File: config.mk
export PLATFORM = sky130hd
export DESIGN_NAME = adder_subtractor_seq
export DESIGN_NICKNAME = d
export VERILOG_FILES = /design/src/rtl/adder_subtractor_seq.sv
export SDC_FILE = /design/constraint.sdc
export NUM_CORES = 1
export LEC_CHECK = 0
export BUFFER_PORTS_ARGS = -buffer_cell sky130_fd_sc_hd__buf_4
export CORE_ASPECT_RATIO = 1.2
export CORE_UTILIZATION = 45
export CTS_BUF_LIST = sky130_fd_sc_hd__clkbuf_4
export DETAILED_ROUTE_END_ITERATION = 8
export PLACE_DENSITY = 0.68
export SYNTH_ARGS = -nofsm -noshare
export SYNTH_HDL_FRONTEND = slang
export SYNTH_SLANG_ARGS = --single-unit
File: constraint.sdc
create_clock -name clk -period 3.1 [get_ports clk]
set_clock_uncertainty 0.2 [all_clocks]
set_input_delay 0.465 -clock clk [delete_from_list [all_inputs] [get_ports clk]]
set_output_delay 0.465 -clock clk [all_outputs]
set_load 0.005 [all_outputs]
File: src/rtl/adder_subtractor_seq.sv
// adder_subtractor_seq
// Multi-cycle N-bit adder/subtractor that walks the operands in W-bit slices,
// LSB first, keeping the carry (or inverted borrow) in a register between
// slices. Operations enter through a valid/ready input handshake and leave
// through a valid/ready output handshake; one operation is in flight at a time.
//
// Optional feature macro: SATURATE_EN
//   defined   -> on signed overflow Out[N-1:0] clamps to 0x7F..F / 0x80..0
//   undefined -> Out[N-1:0] is the wrapped result, no clamping logic exists
// Out[N] (carry/borrow) and Ovf always report the raw arithmetic.
//
// Handshake semantics (both sides): a transfer happens on a rising clk edge
// where valid and ready are both high. In_Ready is high only in IDLE;
// Out_Valid is high only in DONE and, once high, stays high with Out/Ovf
// frozen until the edge where Out_Ready is seen. Nothing is accepted on the
// same edge as an output transfer.
//
// dbg_state exposes the FSM state: 0 = IDLE, 1 = BUSY, 2 = DONE.

module adder_subtractor_seq #(
  parameter int N = 8,
  parameter int W = 4
) (
  input  logic         clk,
  input  logic         rst_n,
  input  logic         In_Valid,
  output logic         In_Ready,
  input  logic [N-1:0] A,
  input  logic [N-1:0] B,
  input  logic         C_In,
  input  logic         Add_Sub,
  output logic         Out_Valid,
  input  logic         Out_Ready,
  output logic [N:0]   Out,
  output logic         Ovf,
  output logic [1:0]   dbg_state
);

  localparam int S  = N / W;
  localparam int CW = (S > 1) ? $clog2(S) : 1;
  localparam logic [CW-1:0] LAST_SLICE = CW'(S - 1);

  // Reject geometries that cannot be sliced evenly.
  generate
    if ((W < 1) || (W > N) || ((N % W) != 0)) begin : g_param_check
      $error("adder_subtractor_seq: N (%0d) must be a positive multiple of W (%0d)", N, W);
    end
  endgenerate

  typedef enum logic [1:0] {
    IDLE = 2'd0,
    BUSY = 2'd1,
    DONE = 2'd2
  } state_t;

  state_t state_q;
  state_t state_d;

  // FSM control strobes
  logic accept;
  logic step;
  logic last;

  // Operand / carry / result storage. a_q and b_q are shifted right one
  // slice per BUSY cycle so the current slice is always in bits [W-1:0].
  // b_q already holds ~B in subtract mode.
  logic [N-1:0]  a_q;
  logic [N-1:0]  b_q;
  logic [N-1:0]  res_q;
  logic          carry_q;
  logic          sub_q;
  logic [CW-1:0] cnt_q;

  // Current-slice arithmetic
  logic [W-1:0] a_s;
  logic [W-1:0] b_s;
  logic [W:0]   slice_full;
  logic [W-1:0] sum_s;
  logic         cout_s;
  logic         cmsb_s;
  logic         ovf_s;
  logic         carry_bit;
  logic [N-1:0] res_next;
  logic [N-1:0] res_final;

  assign dbg_state = state_q;

  // State register
  always_ff @(posedge clk or negedge rst_n) begin
    if (!rst_n) begin
      state_q <= IDLE;
    end else begin
      state_q <= state_d;
    end
  end

  // Next-state, handshake outputs and datapath strobes
  always_comb begin
    state_d   = state_q;
    In_Ready  = 1'b0;
    Out_Valid = 1'b0;
    accept    = 1'b0;
    step      = 1'b0;
    last      = 1'b0;
    case (state_q)
      IDLE: begin
        In_Ready = 1'b1;
        if (In_Valid) begin
          accept  = 1'b1;
          state_d = BUSY;
        end
      end
      BUSY: begin
        step = 1'b1;
        if (cnt_q == LAST_SLICE) begin
          last    = 1'b1;
          state_d = DONE;
        end
      end
      DONE: begin
        Out_Valid = 1'b1;
        if (Out_Ready) begin
          state_d = IDLE;
        end
      end
      default: begin
        state_d = IDLE;
      end
    endcase
  end

  // One W-bit slice of A + B' + c. The carry into the slice MSB is recovered
  // from the sum bit, so on the top slice cmsb ^ cout is the signed overflow.
  assign a_s        = a_q[W-1:0];
  assign b_s        = b_q[W-1:0];
  assign slice_full = {1'b0, a_s} + {1'b0, b_s} + {{W{1'b0}}, carry_q};
  assign sum_s      = slice_full[W-1:0];
  assign cout_s     = slice_full[W];
  assign cmsb_s     = a_s[W-1] ^ b_s[W-1] ^ sum_s[W-1];
  assign ovf_s      = cmsb_s ^ cout_s;

  // Subtraction reports borrow, which is the inverted carry of A + ~B + ~c.
  assign carry_bit  = sub_q ? ~cout_s : cout_s;

  // New slice enters at the top of the result register and earlier slices
  // move down; after S steps slice k sits at bits [kW+W-1:kW].
  assign res_next   = (res_q >> W) | (N'(sum_s) << (N - W));

`ifdef SATURATE_EN
  // Clamp on overflow. Overflow only happens when A and B' share a sign,
  // so the MSB of A (top slice, bit W-1) gives the sign of the true result.
  always_comb begin
    res_final = res_next;
    if (ovf_s) begin
      res_final        = {N{~a_s[W-1]}};
      res_final[N-1]   = a_s[W-1];
    end
  end
`else
  assign res_final = res_next;
`endif

  // Operand capture, per-slice stepping and final result registration
  always_ff @(posedge clk or negedge rst_n) begin
    if (!rst_n) begin
      a_q     <= '0;
      b_q     <= '0;
      res_q   <= '0;
      carry_q <= 1'b0;
      sub_q   <= 1'b0;
      cnt_q   <= '0;
      Out     <= '0;
      Ovf     <= 1'b0;
    end else if (accept) begin
      a_q     <= A;
      b_q     <= Add_Sub ? ~B : B;
      carry_q <= Add_Sub ? ~C_In : C_In;
      sub_q   <= Add_Sub;
      cnt_q   <= '0;
      res_q   <= '0;
    end else if (step) begin
      a_q     <= a_q >> W;
      b_q     <= b_q >> W;
      carry_q <= cout_s;
      cnt_q   <= cnt_q + 1'b1;
      res_q   <= res_next;
      if (last) begin
        Out <= {carry_bit, res_final};
        Ovf <= ovf_s;
      end
    end
  end

  // Handshake invariants
  a_ready_valid_exclusive : assert property (
    @(posedge clk) disable iff (!rst_n) !(In_Ready && Out_Valid));

  a_done_holds : assert property (
    @(posedge clk) disable iff (!rst_n)
    (Out_Valid && !Out_Ready) |=> (Out_Valid && $stable(Out) && $stable(Ovf)));

  a_no_accept_after_handshake : assert property (
    @(posedge clk) disable iff (!rst_n)
    (Out_Valid && Out_Ready) |=> (In_Ready && !Out_Valid));

endmodule

==> results of run 1 <==
stage by stage:
step | setup WS [ns] | hold WS [ns] | power [W]
finish | 0.775 | 0.117 | 0.00193
global route | 0.652 | 0.111 | 0.00210
CTS | 0.760 | 0.110 | 0.00195
detailed placement | 0.774 | 0.245 | 0.00173
global placement | 0.829 | 0.237 | 0.00168
floorplan | 0.895 | -0.0306 | 0.00142
where the power goes:
part	switching, W	internal [W]	total [W]
logic	0.000459	0.000435	0.000894
registers	0.000143	0.000665	0.000808
clock network	0.000144	0.0000803	0.000225
total	0.000746	0.00118	0.00193
state kept, by name, indices dropped and copies added, names as in the netlist:
| name | cells |
|---|---|
| cnt_q | 1 |
| carry_q | 1 |
| Ovf | 1 |
| dbg_state | 2 |
| b_q | 8 |
| a_q | 8 |
| res_q | 4 |
| Out | 9 |
| sub_q | 1 |
cell families (layout without fill, tap and decap cells):
group / Yosys count / count (layout) / share of synthesized area
buffers and inverters: 8 / 45 / 0.0295
adder cells (fa/ha/maj): 5 / 5 / 0.0481
AND/OR/NAND/NOR: 46 / 46 / 0.138
XOR/XNOR: 13 / 13 / 0.0707
flip-flops: 35 / 35 / 0.543
AO/OA/AOI/OAI: 33 / 33 / 0.126
multiplexers: 6 / 6 / 0.0442
placed cells by master, fill, tap and decap left out:
master / synthesis / layout
buf_4: 1 / 36
dfrtp_1: 35 / 35
nand2_1: 29 / 29
o21ai_0: 20 / 20
xnor2_1: 10 / 10
nand3_1: 6 / 6
nor2_1: 5 / 5
a22oi_1: 5 / 5
mux2_2: 5 / 5
clkbuf_4: 0 / 5
a221o_1: 4 / 4
xor2_1: 3 / 3
ha_1: 3 / 3
a21o_1: 2 / 2
a21oi_1: 2 / 2
fa_1: 2 / 2
or2b_1: 1 / 1
inv_1: 1 / 1
nand2b_1: 1 / 1
and2b_4: 1 / 1
nor3b_4: 1 / 1
nor2_4: 1 / 1
nand2_4: 1 / 1
mux2_4: 1 / 1
clkinv_1: 0 / 1
clkinv_2: 0 / 1
dlygate4sd3_1: 0 / 1
how the worst max path moves through the flow:
stage / from / endpoint / slack, ns / depth (start not counted)
after global routing: a_q[0] / Ovf / 0.65 / 6
after global placement: a_q[0] / Out[8] / 0.83 / 6
after floorplan: a_q[0] / Out[8] / 0.90 / 6
final: a_q[0] / Ovf / 0.77 / 6
after detailed placement: a_q[0] / Ovf / 0.77 / 6
after CTS: a_q[0] / Ovf / 0.76 / 6
routing by layer:
layer | routed length, um | up-vias | GRT usage
met1 | 1340 | 571 | 0.220
li1 | - | 568 | -
met4 | 59 | 0 | 0.0823
met3 | 151 | 5 | 0.0536
met5 | 0 | - | 0
met2 | 1630 | 31 | 0.344
area by class of cell:
| type | instances | area (um2) |
|---|---|---|
| Inverter | 1 | 3.75 |
| Fill cell | 292 | 1430 |
| Sequential cell | 35 | 876 |
| Timing Repair Buffer | 37 | 280 |
| Clock buffer | 5 | 37.5 |
| Clock inverter | 2 | 8.76 |
| Multi-Input combinational cell | 103 | 688 |
| Tap cell | 37 | 46.3 |
repair_timing:
action                                 4_1_cts  5_1_grt
hold buffers                                 1        0
buffers inserted                             0        0
endpoints found under the hold margin       35        0
worst reg2reg max path, delay by kind of cell, from the launching register on:
| kind | cells | cell delay, ns |
|---|---|---|
| compound gates | 3 | 0.57 |
| xor+xnor | 1 | 0.15 |
| fa+ha+maj | 2 | 0.87 |
| flops | 1 | 0.41 |
==> results.yml, run 1 <==
run_status:
  status: "finished, final reports clean"
route:
  drc_errors: 0
  wirelength_mm: 3.18
  viasPerCell: 5.34
  antenna_left: 0
  drt_iter0_markers: 44
  dr.pass1.iters: 4
  routedWlPerCell_um: 14.4
  vias: 1175
critical_path:
  end_kind: "flop"
  cpMostUsedCell: "fa_1"
  r2r_setup_slack_ns: 0.77
  critPathBufInv: 0
  slowest_delay_ns: 0.46
  cp_slowest_cell: "fa_1"
  critPathRequiredTime_ns: 3.12
  cp_max_fo: 3
  reg2regPathDepth: 6
  worstSetupStartpointType: "flop"
  r2r-end: "Ovf"
  crit_chain: "fa_1 > fa_1 > a21o_1 > a21oi_1 > xnor2_1 > o21ai_0"
  r2r-start: "a_q[0]"
  path_class: "reg2reg"
  crit_arrival_ns: 2.35
  cp_top_family: "adder cells"
logic_synthesis:
  yosysWarnings: 0
  synth_common_cells: "dfrtp_1 (35), nand2_1 (29), o21ai_0 (20)"
  ys_seq_area_frac: 0.543
  synth.net_count: 173
  synth-edff-count: 0
  synth-main-ff-cell: "dfrtp_1"
  synth.avg_cell_area_um2: 11.0
  syn_area_mm2: 0.00161
  syn_inst: 146
  ys_ff_latch: 35
  synth.most_common_cell: "dfrtp_1"
  synthDominantCellAreaShare: 0.543
  synth_area_leaders: "dfrtp_1 (54%), nand2_1 (6.8%), o21ai_0 (6.2%), xnor2_1 (5.4%), mux2_2 (3.5%)"
  postSynth.asyncResetShare: 1.00
  synth.distinct_cells: 25
  synth_largest_area_cell: "dfrtp_1"
floorplan:
  io_pins: 36
  dieWidth_um: 56.6
  start_util: 0.479
  coreArea_mm2: 0.00337
  die_h_um: 67.6
  die_area_mm2: 0.00383
  rows: 23
min_path:
  hp-start: "Out_Ready"
  min_to: "dbg_state[1]"
  hold_depth: 2
  holdCritPathClass: "in2reg"
final_layout:
  drive_above_1_share: 0.284
  utilization: 0.576
  antenna_cells: 0
  fin_cells: 220
  fin_area_mm2: 0.00194
  syn_to_final_growth_pct: 20.4
  final_nets: 210
global_routing:
  grt-ovfl-total: 0
  grt_max_degree: 36
  track_usage: 0.194
  grt_pass1_vias: 1221
  grt_pass1_wl_mm: 5.49
  antenna_found_initial: 0
timing:
  drv_slew: 0
  fin_tns_setup_ns: 0
  hold_viol: 0
  fmaxAchievable_mhz: 430
  slew-limit-headroom: 0.564
  fin_crit_ns: 2.33
  setup_viol: 0
  period_share: 0.750
  tightest_slew_ns: 0.654
  rsz0062_at_grt: "false"
clock_network:
  clk_pin_slew_ns: 0.10
  cts-root-buf: "clkbuf_4"
  cts_sinks: 35
  clk_path_buf_depth: 2
  cts_resized: 0
  numCtsBuffers: 5
  clk_latency_ns: 0.33
  h-tree-depth: 2
  cts_tree: "yes"
place:
  gp_congestion: 0.785
  dpl.hpwl_mm: 2.28
  dp.cells: 212
  port_buffers: 35
  place_area_mm2: 0.00188
power_and_ir_drop:
  cellPowerDensity_mw_per_mm2: 993
  peakVddDrop_mv: 0.676
  cellLeakagePower_nw: 0.956
job:
  drv_cap: 0
Note: power is estimated with default switching activity, not from simulation.
==> run 2, diff against run 1 <==
- ABC_AREA: unset -> 1
- PLACE_DENSITY: 0.68 -> 0.7
- clock period: 3.1 -> 2 ns (I/O delays scaled with it)
==> run 2 against run 1 <==
Net effect: core utilization increased by 1.6 points; worst hold slack lost 0.11 ns; final cell count increased by 33%; fmax rose by 21%; via count grew 16%; register-to-register slack got worse by 0.70 ns; global-route usage down 1.2 points; synthesized cell count grew 31%; critical endpoint is now Out[8]; largest power group unchanged; highest routed layer unchanged.
==> results.yml, run 2 <==
place:
  place_area_mm2: 0.00201
  gp_congestion: 0.831
  port_buffers: 35
  dpl.hpwl_mm: 2.21
  dp.cells: 273
logic_synthesis:
  synth.distinct_cells: 27
  synth.net_count: 218
  synth_top_family_by_area: "simple AND/OR/NAND/NOR gates"
  synth_common_cells: "nand2_1 (76), dfrtp_1 (35), nand3_1 (18)"
  synth-main-ff-cell: "dfrtp_1"
  synthAdderAreaFrac: 0.0448
  synthDominantCellAreaShare: 0.505
  yosysWarnings: 0
  synth.most_common_cell: "nand2_1"
  syn_area_mm2: 0.00173
  synth_area_leaders: "dfrtp_1 (51%), nand2_1 (16%), nand3_1 (5.2%), xor2_1 (3.0%), inv_1 (2.4%)"
  synth_compound_area_frac: 0.0578
  synth_largest_area_cell: "dfrtp_1"
  muxShareOfSynthArea: 0
  synth-simple-area-share: 0.275
  synthXorXnorAreaFrac: 0.0505
  ys_seq_area_frac: 0.505
  synth-edff-count: 0
  synth.avg_cell_area_um2: 9.07
  ys_ff_latch: 35
  syn_inst: 191
  postSynth.asyncResetShare: 1.00
power_and_ir_drop:
  switching_share: 0.425
  peakVddDrop_mv: 0.634
  power.share.sequential: 0.383
  cellLeakagePower_nw: 1.14
  p_switching_w: 0.00137
  clkPwrFrac: 0.115
  intPower_w: 0.00186
  cellPowerDensity_mw_per_mm2: 1490
  p_total_w: 0.00323
  p_comb_frac: 0.502
global_routing:
  grt_pass1_vias: 1315
  track_usage: 0.182
  grt_max_degree: 36
  grt_pass1_wl_mm: 5.60
  antenna_found_initial: 0
  grt-ovfl-total: 0
floorplan:
  coreArea_mm2: 0.00366
  rows: 24
  start_util: 0.473
  die_area_mm2: 0.00410
  io_pins: 36
  die_h_um: 70.0
  dieWidth_um: 58.7
min_path:
  hold_depth: 3
  holdCritPathClass: "in2reg"
  min_to: "a_q[0]"
  hp-start: "A[0]"
clock_network:
  cts-root-buf: "clkbuf_4"
  h-tree-depth: 2
  clk_pin_slew_ns: 0.10
  clk_latency_ns: 0.34
  cts_tree: "yes"
  cts_sinks: 35
  numCtsBuffers: 5
  clk_path_buf_depth: 2
critical_path:
  r2r-end: "Out[8]"
  path_class: "reg2reg"
  critPathRequiredTime_ns: 2.03
  r2r-start: "b_q[0]"
  worstSetupStartpointType: "flop"
  cp_max_fo: 3
  end_kind: "flop"
  r2r_setup_slack_ns: 0.08
  crit_arrival_ns: 1.95
  reg2regPathDepth: 8
timing:
  drv_slew: 0
  fin_crit_ns: 1.92
  setup_viol: 0
  whs_ns: 0.00960
  hold_viol: 0
  slew-limit-headroom: 0.711
  tightest_slew_ns: 0.433
  fmaxAchievable_mhz: 521
  period_share: 0.961
final_layout:
  antenna_cells: 0
  fin_cells: 292
  final_nets: 266
  fin_area_mm2: 0.00217
  largest_register_ffs: 9
  top_regs: "Out (9), a_q (8), b_q (8)"
  most-common-layout-cells: "nand2_1 (76), buf_4 (37), dfrtp_1 (35)"
  final_common_cell: "nand2_1"
  syn_to_final_growth_pct: 25.1
  drive_above_1_share: 0.254
  regMostFlops: "Out"
  utilization: 0.592
route:
  vias: 1367
  drt_iter0_markers: 69
  dr.pass1.iters: 4
  routedWlPerCell_um: 10.8
  wirelength_mm: 3.17
  antenna_left: 0
  drc_errors: 0
  viasPerCell: 4.68
job:
  drv_cap: 0
run_status:
  status: "finished, final reports clean"
-- run 2: repair_timing --
item	CTS	global route
setup buffers	0	2
setup endpoints to repair	4	2
endpoints found under the hold margin	43	0
gates resized for setup	2	0
hold buffers	9	0
pin swaps	0	6
-- run 2: kinds of logic (layout without fill, tap and decap cells) --
kind of cell	Yosys count	in the layout
simple gates	106	106
flops	35	35
buf+inv	19	68
compound gates	16	16
xor+xnor	10	10
fa+ha+maj	5	5
-- run 2: cell type report --
type                    count  area (um2)
clock inverters             2        7.51
clock buffers               6        45.0
fillers                   348        1500
inverters                  14        60.1
well taps                  52        65.1
flip-flops and latches     35         876
multi-input cells         137         747
repair buffers             46         368
-- run 2: power by group through the flow --
stage / sequential [W] / combinational, W / clock [W]
floorplan: 0.00122 / 0.00122 / 0
global placement: 0.00124 / 0.00156 / 0
detailed placement: 0.00126 / 0.00158 / 0
CTS: 0.00125 / 0.00161 / 0.000376
global route: 0.00128 / 0.00187 / 0.000407
finish: 0.00124 / 0.00162 / 0.000370
-- run 2: how the worst max path moves through the flow --
| stage | cells after the start | to | slack, ns | from |
|---|---|---|---|---|
| 2_1_floorplan | 8 | Ovf | 0.06 | a_q[0] |
| 3_3_place_gp | 8 | Ovf | 0.01 | a_q[0] |
| 3_5_place_dp | 8 | Out[8] | -0.05 | a_q[0] |
| 4_1_cts | 8 | Out[8] | 0.07 | a_q[0] |
| 5_1_grt | 8 | Ovf | -0.01 | b_q[0] |
| 6_report | 8 | Out[8] | 0.08 | b_q[0] |
-- run 2: metal layers --
layer	vias to the layer above	track usage	wire length, um
met3	5	0.0593	145
met5	-	0	0
li1	695	-	-
met2	38	0.309	1580
met4	0	0.0661	51
met1	629	0.211	1390
-- run 2: critical path, stage by stage, from the launching register on --
cell and delay [ns]:
dfrtp_1 0.42, fa_2 0.42, fa_2 0.40, nand2_1 0.08, nand2_1 0.06, nand2_1 0.08, nand2_1 0.05, nand3_1 0.06
nand2_1 0.05
-- run 2: stage by stage --
stage	TNS, ns	setup slack (ns)
final	0	0.0790
after global routing	-0.0232	-0.0126
after CTS	0	0.0666
after detailed placement	-0.0903	-0.0462
after global placement	0	0.0110
after floorplan	0	0.0580
==> run 3, diff against run 2 <==
- CTS_BUF_LIST: sky130_fd_sc_hd__clkbuf_4 -> unset
- GPL_ROUTABILITY_DRIVEN: unset -> 0
- SETUP_SLACK_MARGIN: unset -> 0.5
==> run 3 against run 2 <==
Net effect: global-route usage down 0.29 points; final area up 4.7%; register-to-register slack improved by 0.05 ns; critical path type unchanged; critical endpoint unchanged; largest cell class unchanged; highest routed layer unchanged.
==> results.yml, run 3 (synthesis gave the netlist of run 2 again) <==
route:
  routedWlPerCell_um: 11.1
  viasPerCell: 4.63
  wirelength_mm: 3.22
  vias: 1344
  antenna_left: 0
  drt_iter0_markers: 53
  drc_errors: 0
  dr.pass1.iters: 2
timing:
  fin_crit_ns: 1.87
  tightest_slew_ns: 0.426
  fmaxAchievable_mhz: 534
  period_share: 0.937
  drv_slew: 0
  slew-limit-headroom: 0.716
  hold_viol: 0
  fin_tns_setup_ns: 0
  setup_viol: 0
  rsz0062_at_grt: "true"
critical_path:
  worstSetupStartpointType: "flop"
  r2r-end: "Out[8]"
  reg2regPathDepth: 8
  cpMostUsedCell: "nand2_2"
  critPathBufInv: 0
  cp_slowest_cell: "dfrtp_1"
  crit_arrival_ns: 1.86
  end_kind: "flop"
  worstSetupStartpoint: "a_q[0]"
  slowest_delay_ns: 0.41
  cp.depth: 8
  r2r-start: "a_q[0]"
  cp_top_family: "adder cells"
  path_class: "reg2reg"
  r2r_setup_slack_ns: 0.13
  crit_chain: "fa_2 > fa_2 > nand2_2 > nand2_2 > nand2_2 > nand2_1 > nand3_1 > nand2_1"
  critPathRequiredTime_ns: 1.98
  crit_end: "Out[8]"
  cp_max_fo: 3
clock_network:
  clk_path_buf_depth: 2
  clk_pin_slew_ns: 0.07
  cts-root-buf: "clkbuf_8"
  cts_sinks: 35
  cts_tree: "yes"
  h-tree-depth: 2
  numCtsBuffers: 5
  clk_latency_ns: 0.29
floorplan:
  dieWidth_um: 58.7
  rows: 24
  io_pins: 36
  die_area_mm2: 0.00410
  die_h_um: 70.0
  coreArea_mm2: 0.00366
  start_util: 0.473
run_status:
  status: "finished, final reports clean"
final_layout:
  final_common_cell: "nand2_1"
  top_regs: "Out (9), a_q (8), b_q (8)"
  utilization: 0.620
  final_nets: 264
  antenna_cells: 0
  drive_above_1_share: 0.345
  syn_to_final_growth_pct: 31.0
  regMostFlops: "Out"
  most-common-layout-cells: "nand2_1 (69), buf_4 (41), dfrtp_1 (33)"
  largest_register_ffs: 9
power_and_ir_drop:
  intPower_w: 0.00229
  cellPowerDensity_mw_per_mm2: 1670
  p_comb_frac: 0.497
  p_switching_w: 0.00151
  clkPwrFrac: 0.173
  peakVddDrop_mv: 0.593
  cellLeakagePower_nw: 1.16
  power.share.sequential: 0.330
  switching_share: 0.397
  p_total_w: 0.00380
place:
  dpl.hpwl_mm: 2.20
  port_buffers: 35
global_routing:
  track_usage: 0.179
  grt_max_degree: 36
  grt-ovfl-total: 0
  grt_pass1_wl_mm: 5.43
  antenna_found_initial: 0
  grt_pass1_vias: 1245
min_path:
  holdCritPathClass: "in2reg"
  hold_depth: 3
job:
  drv_cap: 0
[run 3: cell count changes in the layout (fill, tap and decap cells not counted), moves of 3 or more]
| cell | previous run | this run |
|---|---|---|
| inv_1 | 11 | 8 |
| buf_4 | 37 | 41 |
| nand2_1 | 76 | 69 |
| dlygate4sd3_1 | 9 | 2 |
| clkbuf_4 | 6 | 0 |
| nand2_2 | 3 | 10 |
| clkbuf_8 | 0 | 6 |
[run 3: per-layer routing]
layer / up-vias / global-route usage / share of wire
met5: - / 0 / 0
met4: 0 / 0.0794 / 0.019
met3: 6 / 0.0500 / 0.031
met2: 29 / 0.294 / 0.52
met1: 616 / 0.216 / 0.43
li1: 693 / - / -
[run 3: worst min-delay path by stage]
| stage | start | endpoint | slack, ns |
|---|---|---|---|
| finish | A[4] | a_q[4] | 0.009 |
| detailed placement | rst_n | Out[3] | 0.08 |
| CTS | A[7] | a_q[7] | 0.002 |
| floorplan | rst_n | Out[0] | -0.20 |
| global placement | rst_n | Out[3] | 0.07 |
| global route | A[4] | a_q[4] | 0.02 |
[run 3: power groups by stage]
stage / Clock (W) / Sequential, W / Combinational, W
2_1_floorplan: 0 / 0.00124 / 0.00126
3_3_place_gp: 0 / 0.00125 / 0.00160
3_5_place_dp: 0 / 0.00126 / 0.00164
4_1_cts: 0.000669 / 0.00125 / 0.00172
5_1_grt: 0.000693 / 0.00130 / 0.00212
6_report: 0.000656 / 0.00126 / 0.00189
[run 3: cell type report]
class                   count  area [um2]
clock inverters             2        35.0
flip-flops and latches     35         878
repair buffers             44         348
multi-input cells         137         791
inverters                  14        71.3
fillers                   352        1390
clock buffers               6        82.6
well taps                  52        65.1
[run 3: what timing repair did]
action | CTS | global route
hold buffers | 2 | 0
pin swaps | 9 | 9
buffers inserted | 4 | 3
cloned | 0 | 0
setup endpoints to repair | 12 | 23
hold endpoints to repair | 36 | 0
gates resized for setup | 4 | 13
[run 3: worst min-delay path, delay by kind of cell]
kind / cells / cell delay [ns]
buffers and inverters: 1 / 0.08
and+or+nand+nor: 2 / 0.09
[run 3: stage by stage]
stage / std cells / hold slack [ns] / setup slack, ns / area, um2
2_1_floorplan: 191 / -0.196 / 0.182 / 1750
3_3_place_gp: 273 / 0.0744 / 0.138 / 2020
3_5_place_dp: 273 / 0.0777 / 0.112 / 2020
4_1_cts: 287 / 0.00203 / 0.109 / 2200
5_1_grt: 290 / 0.0207 / 0.0533 / 2270
6_report: 290 / 0.00862 / 0.126 / 2270
